--- src/rtl/bcd_scan_display_if.sv ---
// Bus between the datapath that owns the BCD value and the multiplexed
// 7-segment display driver.
interface bcd_scan_display_if #(
    parameter int NUM_DIGITS = 4
);
    logic [4*NUM_DIGITS-1:0] NUM;
    logic [NUM_DIGITS-1:0]   DP;
    logic                    LOAD;
    logic                    BLANK_LZ;
    logic [6:0]              SEG;
    logic                    DP_OUT;
    logic [NUM_DIGITS-1:0]   AN;
    logic                    ERR;

    modport master (
        output NUM, DP, LOAD, BLANK_LZ,
        input  SEG, DP_OUT, AN, ERR
    );

    modport slave (
        input  NUM, DP, LOAD, BLANK_LZ,
        output SEG, DP_OUT, AN, ERR
    );
endinterface

--- src/rtl/bcd_scan_display.sv ---
// Multi-digit BCD display scanner: shadows a packed BCD value and time-multiplexes
// it onto one segment bus with one-hot digit enables, blanking and error flag.
module bcd_scan_display #(
    parameter int NUM_DIGITS     = 4,
    parameter int SCAN_DIV       = 50000,
    parameter bit SEG_ACTIVE_LOW = 1'b0,
    parameter bit AN_ACTIVE_LOW  = 1'b1
) (
    input logic              CLK,
    input logic              RST,
    bcd_scan_display_if.slave bus
);
    localparam int PW = (SCAN_DIV > 1) ? $clog2(SCAN_DIV) : 1;
    localparam int IW = (NUM_DIGITS > 1) ? $clog2(NUM_DIGITS) : 1;
    localparam logic [PW-1:0]         PRESC_LAST = PW'(SCAN_DIV - 1);
    localparam logic [IW-1:0]         IDX_LAST   = IW'(NUM_DIGITS - 1);
    localparam logic [6:0]            SEG_MASK   = {7{SEG_ACTIVE_LOW}};
    localparam logic [NUM_DIGITS-1:0] AN_MASK    = {NUM_DIGITS{AN_ACTIVE_LOW}};

    function automatic logic [6:0] decode_bcd(input logic [3:0] code);
        case (code)
            4'd0:    decode_bcd = 7'b1111110;
            4'd1:    decode_bcd = 7'b0110000;
            4'd2:    decode_bcd = 7'b1101101;
            4'd3:    decode_bcd = 7'b1111001;
            4'd4:    decode_bcd = 7'b0110011;
            4'd5:    decode_bcd = 7'b1011011;
            4'd6:    decode_bcd = 7'b1011111;
            4'd7:    decode_bcd = 7'b1110000;
            4'd8:    decode_bcd = 7'b1111111;
            4'd9:    decode_bcd = 7'b1111011;
            default: decode_bcd = 7'b0000001;
        endcase
    endfunction

    function automatic logic [NUM_DIGITS-1:0] one_hot(input logic [IW-1:0] i);
        one_hot = NUM_DIGITS'(1) << i;
    endfunction

    logic [4*NUM_DIGITS-1:0] num_sh;
    logic [NUM_DIGITS-1:0]   dp_sh;
    logic                    blz_sh;
    logic [PW-1:0]           presc;
    logic [IW-1:0]           idx;

    logic [3:0]              dig [NUM_DIGITS];
    logic [NUM_DIGITS:0]     zero_hi;
    logic                    any_bad;
    logic                    blank_cur;
    logic [6:0]              seg_cur;

    logic [6:0]              seg_p1;
    logic                    dp_p1;
    logic [NUM_DIGITS-1:0]   an_p1;
    logic                    err_p1;

    // zero_hi[k]: digits k..NUM_DIGITS-1 are all zero; invalid codes count as non-zero
    always_comb begin
        zero_hi             = '0;
        zero_hi[NUM_DIGITS] = 1'b1;
        any_bad             = 1'b0;
        for (int k = NUM_DIGITS - 1; k >= 0; k--) begin
            dig[k]     = num_sh[4*k +: 4];
            zero_hi[k] = zero_hi[k+1] && (dig[k] == 4'd0);
            any_bad    = any_bad | (dig[k] > 4'd9);
        end
    end

    always_comb begin
        blank_cur = blz_sh && (idx != '0) && zero_hi[idx];
        seg_cur   = blank_cur ? 7'b0000000 : decode_bcd(dig[idx]);
    end

    // Stage p0: shadow capture and scan position
    always_ff @(posedge CLK) begin
        if (RST) begin
            num_sh <= '0;
            dp_sh  <= '0;
            blz_sh <= 1'b0;
            presc  <= '0;
            idx    <= '0;
        end else begin
            if (bus.LOAD) begin
                num_sh <= bus.NUM;
                dp_sh  <= bus.DP;
                blz_sh <= bus.BLANK_LZ;
            end
            if (presc == PRESC_LAST) begin
                presc <= '0;
                idx   <= (idx == IDX_LAST) ? '0 : idx + 1'b1;
            end else begin
                presc <= presc + 1'b1;
            end
        end
    end

    // Stage p1: output registers, polarity folded in as an XOR mask
    always_ff @(posedge CLK) begin
        if (RST) begin
            seg_p1 <= SEG_MASK;
            dp_p1  <= SEG_ACTIVE_LOW;
            an_p1  <= AN_MASK;
            err_p1 <= 1'b0;
        end else begin
            seg_p1 <= seg_cur ^ SEG_MASK;
            dp_p1  <= dp_sh[idx] ^ SEG_ACTIVE_LOW;
            an_p1  <= one_hot(idx) ^ AN_MASK;
            err_p1 <= any_bad;
        end
    end

    assign bus.SEG    = seg_p1;
    assign bus.DP_OUT = dp_p1;
    assign bus.AN     = an_p1;
    assign bus.ERR    = err_p1;
endmodule
--- src/flat_wrapper.sv ---
// flat-port wrapper written by rule: the top's interface ports become plain ports
module bcd_scan_display_flat 
#(
    parameter int NUM_DIGITS     = 4,
    parameter int SCAN_DIV       = 50000,
    parameter bit SEG_ACTIVE_LOW = 1'b0,
    parameter bit AN_ACTIVE_LOW  = 1'b1
)
  (CLK, RST, bus_NUM, bus_DP, bus_LOAD, bus_BLANK_LZ, bus_SEG, bus_DP_OUT, bus_AN, bus_ERR);
  bcd_scan_display_if #(.NUM_DIGITS(NUM_DIGITS)) bus_i ();
  input logic CLK;
  input logic RST;
  input wire logic [$bits(bus_i.NUM)-1:0] bus_NUM;
  input wire logic [$bits(bus_i.DP)-1:0] bus_DP;
  input wire logic [$bits(bus_i.LOAD)-1:0] bus_LOAD;
  input wire logic [$bits(bus_i.BLANK_LZ)-1:0] bus_BLANK_LZ;
  output wire logic [$bits(bus_i.SEG)-1:0] bus_SEG;
  output wire logic [$bits(bus_i.DP_OUT)-1:0] bus_DP_OUT;
  output wire logic [$bits(bus_i.AN)-1:0] bus_AN;
  output wire logic [$bits(bus_i.ERR)-1:0] bus_ERR;
  assign bus_i.NUM = bus_NUM;
  assign bus_i.DP = bus_DP;
  assign bus_i.LOAD = bus_LOAD;
  assign bus_i.BLANK_LZ = bus_BLANK_LZ;
  assign bus_SEG = bus_i.SEG;
  assign bus_DP_OUT = bus_i.DP_OUT;
  assign bus_AN = bus_i.AN;
  assign bus_ERR = bus_i.ERR;
  bcd_scan_display #(.NUM_DIGITS(NUM_DIGITS), .SCAN_DIV(SCAN_DIV), .SEG_ACTIVE_LOW(SEG_ACTIVE_LOW), .AN_ACTIVE_LOW(AN_ACTIVE_LOW)) u_core (.CLK(CLK), .RST(RST), .bus(bus_i));
endmodule
--- config.mk ---
export PLATFORM = sky130hd
export DESIGN_NAME = bcd_scan_display_flat
export DESIGN_NICKNAME = d
export VERILOG_FILES = /design/src/rtl/bcd_scan_display_if.sv /design/src/rtl/bcd_scan_display.sv /design/src/flat_wrapper.sv
export SDC_FILE = /design/constraint.sdc
export NUM_CORES = 1
export LEC_CHECK = 0
export CELL_PAD_IN_SITES_DETAIL_PLACEMENT = 2
export CELL_PAD_IN_SITES_GLOBAL_PLACEMENT = 2
export CORE_MARGIN = 10
export CORE_UTILIZATION = 33
export CTS_CLUSTER_DIAMETER = 150
export DETAILED_ROUTE_END_ITERATION = 16
export GPL_TIMING_DRIVEN = 0
export PLACE_DENSITY_LB_ADDON = 0.1
export SETUP_SLACK_MARGIN = 0.02
export SLEW_MARGIN = 20
export SYNTH_ARGS = -nofsm -noshare
export SYNTH_HDL_FRONTEND = slang
export SYNTH_SLANG_ARGS = --single-unit
export TNS_END_PERCENT = 20
--- constraint.sdc ---
create_clock -name CLK -period 2.85 [get_ports CLK]
set_input_delay 0.57 -clock CLK [delete_from_list [all_inputs] [get_ports CLK]]
set_output_delay 0.57 -clock CLK [all_outputs]
set_load 0.03 [all_outputs]
==> flow_summary_export.csv, run 1 <==
group,metric,value,unit
timing,worstMarginPinSlew,0.737,ns
timing,post-route-period-util,0.795,
timing,slew_violations,0,
clock_network,cts_tree,"yes",
critical_path,r2r_end,"u_core.bus.SEG[0]",
die,row_count,30,
power,p_leak,1.08,nW
clock_network,cts_hold_buf,0,
final_layout,nets,318,
timing,hold_violations,0,
critical_path,crit_fanout,8,
place,hpwl,4.60,mm
timing,fin_skew,0.00681,ns
synth,syn_nets,276,
clock_network,cts_setup_buffers,0,
detailed_routing,drtIter0Drc,27,
clock_network,cts_root_buf,"clkbuf_8",
die,initial_core_util,0.342,
timing,relSlewSlack,0.509,
final_layout,antenna_cells,0,
global_route,grt_pass1_wl,10.5,mm
flow_run,maxCapViolCount,0,
die,chipHeight,104,microns
timing,fmax,0.441,GHz
synth,postSynthAreaPerCell,9.69,sq um
detailed_routing,wl_per_cell,15.6,microns
die,dieArea,10800,sq um
power,powerDensity,488,nW/um^2
detailed_routing,ant_nets,0,
critical_path,regToRegStartpoint,"u_core.idx[1]",
critical_path,reg2reg_depth,7,
hold_path,min-delay-start,"u_core.presc[0]",
timing,post-route-min-period,2.27,ns
status,status,"completed",
detailed_routing,drc,0,
clock_network,clock_latency,0.30,ns
clock_network,cts_buffers,5,
critical_path,crit_type,"register to register",
timing,tns,0,ns
synth,synth_warnings,0,
detailed_routing,firstDrtPassIters,4,
synth,ys_types,35,
die,dieWidth,104,microns
power,peakVddDrop,217,uV
critical_path,worst-r2r-setup-slack,0.58,ns
detailed_routing,via_per_inst,4.87,
clock_network,htreeDepth,2,
global_route,grt_overflow,0,
global_route,antenna_found_initial,0,
synth,syn_inst,241,
final_layout,drive_above_1_share,0.0848,
clock_network,clock_sinks,52,
synth,ys_ff_latch,52,
place,gp_congestion,0.725,
critical_path,worstPathRequired,3.01,ns
hold_path,hold_depth,1,
final_layout,nFillCells,756,
global_route,grt_pass1_vias,2135,
synth,ys_seq_area_frac,0.446,
global_route,grt_max_degree,15,
final_layout,fin_cells,379,
critical_path,worstPathArrival,2.43,ns
final_layout,syn_to_final_growth,24.5,%
timing,rsz0062_at_grt,"no",
clock_network,cts_resized,0,
place,place_ws,0.222,ns
hold_path,worstHoldEndpoint,"u_core.presc[0]",
place,dp.cells,372,
global_route,track_usage,0.115,
hold_path,hold_path.class,"register to register",
critical_path,end_kind,"register",
timing,setup-violations-final,0,
critical_path,start_kind,"register",
detailed_routing,via_count,1844,
detailed_routing,routed_wl,5.91,mm
die,coreArea,6830,sq um
clock_network,clock_path_buffers,2,
synth,netlist_area,2330,sq um
die,io_pins,37,
place,portBuffers,35,
timing,layout_setup_ws,0.584,ns
clock_network,clk_pin_slew,0.09,ns
==> power breakdown <==
group	internal [mW]	switching, mW
clock	0.217	0.231
combinational	0.0955	0.0944
sequential	0.759	0.0232
==> critical path, cell delays in order, from the launching register on <==
cell	delay (ns)
dfxtp_1	0.37
clkbuf_1	0.39
inv_1	0.18
ha_1	0.24
nor4b_1	0.25
nand2_1	0.10
a211oi_2	0.49
nor3_1	0.11
==> metal layers <==
metal  GRT usage  share of wire  up-vias
li1            -              -      910
met1       0.128           0.44      904
met2       0.210           0.52       22
met3      0.0211          0.021        8
met4      0.0417          0.015        0
met5           0              0        -
==> synthesized netlist by cell type <==
master	instances	area, sq um
a211o_1	1	8.76
a211oi_1	2	15.0
a21oi_1	8	40.0
a41oi_1	1	8.76
buf_1	2	7.51
buf_2	2	10.0
buf_6	2	22.5
clkbuf_1	6	22.5
dfxtp_1	52	1040
ha_1	11	138
inv_1	10	37.5
mux2_2	1	11.3
mux2i_1	22	220
mux4_2	5	113
nand2_1	7	26.3
nand2b_1	5	31.3
nand3_1	4	20.0
nand3_2	1	10.0
nand3b_1	1	7.51
nand4_1	3	18.8
nand4_2	1	12.5
nor2_1	42	158
nor2b_1	3	18.8
nor3_1	8	40.0
nor3_2	1	10.0
nor4_1	7	43.8
nor4b_1	1	8.76
o21ai_0	12	60.1
o21bai_2	1	11.3
or2_0	1	6.26
or3_1	2	12.5
or4_1	1	7.51
or4_4	2	22.5
xnor2_1	11	96.3
xor2_1	2	17.5
==> cells by family after synthesis <==
group                      Yosys count  share of synthesized area
buffers and inverters               22                     0.0429
adders and majority gates           11                     0.0589
muxes                               28                      0.147
and+or+nand+nor                     90                      0.195
xor gates and xnor gates            13                     0.0488
DFF                                 52                      0.446
AOI/OAI and AO/OA                   25                     0.0616
==> sequential cells by signal, indices dropped and copies added, names as in the netlist <==
name and flops:
u_core.num_sh 16, u_core.presc 16, u_core.bus.SEG 7, u_core.bus.AN 4, u_core.dp_sh 4, u_core.idx 2, u_core.blz_sh 1, u_core.bus.DP_OUT 1
u_core.bus.ERR 1
==> placed cells by master (no fill, tap or decap), types with 2 or more instances in the layout <==
master           count
a21oi_1              8
buf_1                2
buf_2                2
buf_6                2
clkbuf_1             6
clkbuf_8             7
clkdlybuf4s50_1     35
dfxtp_1             52
ha_1                11
inv_1               10
mux2i_1             22
mux4_2               5
nand2_1              7
nand2b_1             5
nand3_1              4
nand4_1              3
nor2_1              42
nor2b_1              3
nor3_1               8
nor4_1               7
o21ai_0             12
or3_1                2
or4_4                2
xnor2_1             11
xor2_1               2
==> how the worst max path moves through the flow <==
| stage | endpoint | from | slack [ns] |
|---|---|---|---|
| 2_1_floorplan | u_core.bus.SEG[0] | u_core.idx[1] | 0.89 |
| 3_3_place_gp | u_core.bus.SEG[1] | u_core.idx[1] | 0.21 |
| 3_5_place_dp | u_core.bus.SEG[6] | u_core.idx[1] | 0.22 |
| 4_1_cts | u_core.bus.SEG[6] | u_core.idx[1] | 0.17 |
| 5_1_grt | u_core.bus.SEG[3] | u_core.idx[1] | 0.20 |
| 6_report | u_core.bus.SEG[0] | u_core.idx[1] | 0.58 |
==> per-stage QoR <==
stage               utilization  cell area [sq um]  power [mW]  hold slack [ns]
floorplan                     -               2330       0.905            0.440
global placement          0.411               2810       0.986            0.458
detailed placement        0.411               2810       0.993            0.473
CTS                       0.425               2900        1.45            0.494
global route              0.425               2910        1.50            0.527
finish                    0.425               2910        1.42            0.488
==> cell type report <==
| type | instances | area, sq um | area share |
|---|---|---|---|
| multi-input combinational | 167 | 1200 | 0.412 |
| sequential | 52 | 1040 | 0.358 |
| timing repair buffer | 35 | 350 | 0.121 |
| tap | 96 | 120 | 0.0413 |
| clock buffer | 7 | 96.3 | 0.0331 |
| buffer | 12 | 62.6 | 0.0215 |
| inverter | 10 | 37.5 | 0.0129 |
Note: power is estimated with default switching activity, not from simulation.
==> run 2: changes to the inputs <==
--- a/config.mk
+++ b/config.mk
@@ -8,7 +8,7 @@
 export CELL_PAD_IN_SITES_DETAIL_PLACEMENT = 2
 export CELL_PAD_IN_SITES_GLOBAL_PLACEMENT = 2
 export CORE_MARGIN = 10
-export CORE_UTILIZATION = 33
+export CORE_UTILIZATION = 30
 export CTS_CLUSTER_DIAMETER = 150
 export DETAILED_ROUTE_END_ITERATION = 16
 export GPL_TIMING_DRIVEN = 0
==> constraint.sdc (replaced) <==
create_clock -name CLK -period 1.9 [get_ports CLK]
set_input_delay 0.38 -clock CLK [delete_from_list [all_inputs] [get_ports CLK]]
set_output_delay 0.38 -clock CLK [all_outputs]
set_load 0.03 [all_outputs]
==> run 2 against run 1 <==
Net effect: cell count increased by 4.7%; via count up 1.2%; worst setup slack got worse by 0.55 ns; clock-buffer cell count is 2 lower; routed wire length grew 2.6%; worst hold slack lost 0.032 ns; sequential share of layout area fell by 2.3 points; sequential power grew 51%; global-route usage shrank 0.35 points; clock power grew 46%.
==> flow_summary_export.csv, run 2 (synthesized netlist as in run 1, its figures left out) <==
group,metric,value,unit
power,peakVddDrop,289,uV
clock_network,clock_sinks,52,
clock_network,clock_path_buffers,2,
global_route,track_usage,0.111,
hold_path,min-delay-start,"bus_LOAD",
timing,worstMarginPinSlew,0.735,ns
detailed_routing,wl_met2,3.24,mm
timing,fin_skew,0.00530,ns
power,powerDensity,684,nW/um^2
final_layout,layout_common_cells,"45 x dfxtp_1, 41 x nor2_1, 35 x clkdlybuf4s50_1, 22 x mux2i_1, 11 x xnor2_1",
global_route,antenna_found_initial,0,
timing,post-route-min-period,1.86,ns
final_layout,antenna_cells,0,
clock_network,htreeDepth,2,
critical_path,regToRegStartpoint,"u_core.idx[0]",
detailed_routing,drc,0,
timing,hold_slack,0.456,ns
final_layout,nFillCells,838,
place,gp_congestion,0.744,
detailed_routing,dr_wl_met3,168,microns
critical_path,r2r_end,"u_core.bus.SEG[4]",
clock_network,cts_tree,"yes",
detailed_routing,wl_met1,2.58,mm
timing,relSlewSlack,0.510,
die,dieWidth,108,microns
final_layout,multiInputGateArea,1290,sq um
global_route,grt_max_degree,18,
critical_path,reg2reg_depth,6,
die,coreArea,7650,sq um
detailed_routing,highest_layer,"met4",
critical_path,end_kind,"register",
hold_path,hold_depth,3,
critical_path,crit_type,"register to register",
place,portBuffers,35,
flow_run,maxCapViolCount,0,
global_route,grt_pass1_wl,10.5,mm
final_layout,seq_area,1050,sq um
clock_network,clock_latency,0.31,ns
critical_path,cpMaxStageDelayCell,"mux4_2",
clock_network,cts_buffers,5,
timing,setup-violations-final,0,
place,hpwl,4.53,mm
detailed_routing,via_count,1867,
detailed_routing,ant_nets,0,
die,initial_core_util,0.305,
critical_path,crit_fanout,6,
timing,hold_violations,0,
final_layout,syn_to_final_growth,34.4,%
status,status,"completed",
power,p_leak,1.15,nW
die,chipHeight,108,microns
critical_path,crit_path_frequent_cell,"buf_6",
place,place_area,2820,sq um
global_route,grt_pass1_vias,2001,
die,dieArea,11700,sq um
clock_network,cts_hold_buf,0,
global_route,grt_overflow,0,
critical_path,worstPathRequired,2.14,ns
critical_path,slowest_delay,0.55,ns
die,row_count,32,
clock_network,cts_root_buf,"clkbuf_8",
hold_path,worstHoldEndpoint,"u_core.num_sh[0]",
final_layout,drive_above_1_share,0.190,
detailed_routing,firstDrtPassIters,4,
final_layout,fin_cells,397,
timing,post-route-period-util,0.982,
timing,fmax,0.536,GHz
timing,slew_violations,0,
die,io_pins,37,
final_layout,post-route-cell-area,3140,sq um
detailed_routing,routed_wl,6.07,mm
clock_network,clk_pin_slew,0.10,ns
detailed_routing,wl_per_cell,15.3,microns
critical_path,cp-startpoint,"u_core.idx[0]",
place,dp.cells,378,
critical_path,worst-r2r-setup-slack,0.04,ns
detailed_routing,drtIter0Drc,29,
critical_path,crit_chain,"buf_6 -> mux4_2 -> buf_6 -> or2_1 -> mux2_4 -> nor3_2",
hold_path,hold_path.class,"primary input to register",
final_layout,nets,329,
detailed_routing,via_per_inst,4.70,
critical_path,worstPathArrival,2.11,ns
final_layout,layout.cells.most_common,"dfxtp_1",
critical_path,start_kind,"register",
timing,rsz0062_at_grt,"yes",
-- run 2: changes by cell type in the layout (fill, tap and decap cells not counted), sizes merged --
cell	previous run	this run
clkinvlp	0	2
clkinv	0	1
clkbuf	13	11
buf	6	17
-- run 2: final cells by class --
| class | instances | share of cell area |
|---|---|---|
| buffer | 11 | 0.0239 |
| sequential | 52 | 0.335 |
| inverter | 10 | 0.0128 |
| clock inverter | 3 | 0.00758 |
| tap | 102 | 0.0407 |
| timing repair buffer | 47 | 0.148 |
| multi-input combinational | 167 | 0.410 |
| clock buffer | 5 | 0.0219 |
-- run 2: worst max path at each step --
stage                     slack (ns)                 to
after floorplan                 0.02  u_core.bus.SEG[1]
after global placement         -0.45  u_core.bus.SEG[1]
after detailed placement       -0.42  u_core.bus.SEG[1]
after CTS                     -0.009  u_core.bus.SEG[4]
after global routing           -0.07  u_core.bus.SEG[1]
final                           0.04  u_core.bus.SEG[4]
-- run 2: timing repair --
item,4_1_cts,5_1_grt
buffers inserted,8,4
pin swaps,1,5
resized for setup,18,24
setup endpoints to repair,20,22
-- run 2: metal layers --
| metal | vias up | GRT usage |
|---|---|---|
| li1 | 928 | - |
| met1 | 911 | 0.126 |
| met2 | 22 | 0.203 |
| met3 | 6 | 0.0262 |
| met4 | 0 | 0.0296 |
| met5 | - | 0 |
-- run 2: report_power, final --
group,switching [mW],internal (mW)
registers,0.0365,1.14
clock network,0.390,0.262
logic,0.154,0.165
total,0.580,1.57
-- run 2: metrics by stage --
step | setup slack [ns] | total power, mW | setup TNS [ns] | utilization
final | 0.0351 | 2.15 | 0 | 0.410
after global routing | -0.0660 | 2.28 | -0.249 | 0.410
after CTS | -0.00869 | 2.18 | -0.00869 | 0.399
after detailed placement | -0.417 | 1.49 | -7.60 | 0.368
after global placement | -0.454 | 1.48 | -6.51 | 0.368
after floorplan | 0.0152 | 1.36 | 0 | -
-- run 2: critical path, delay by kind of cell (launching register included) --
kind | cells | cell delay [ns]
and+or+nand+nor | 2 | 0.33
buffers and inverters | 2 | 0.29
muxes | 2 | 0.83
DFF | 1 | 0.35
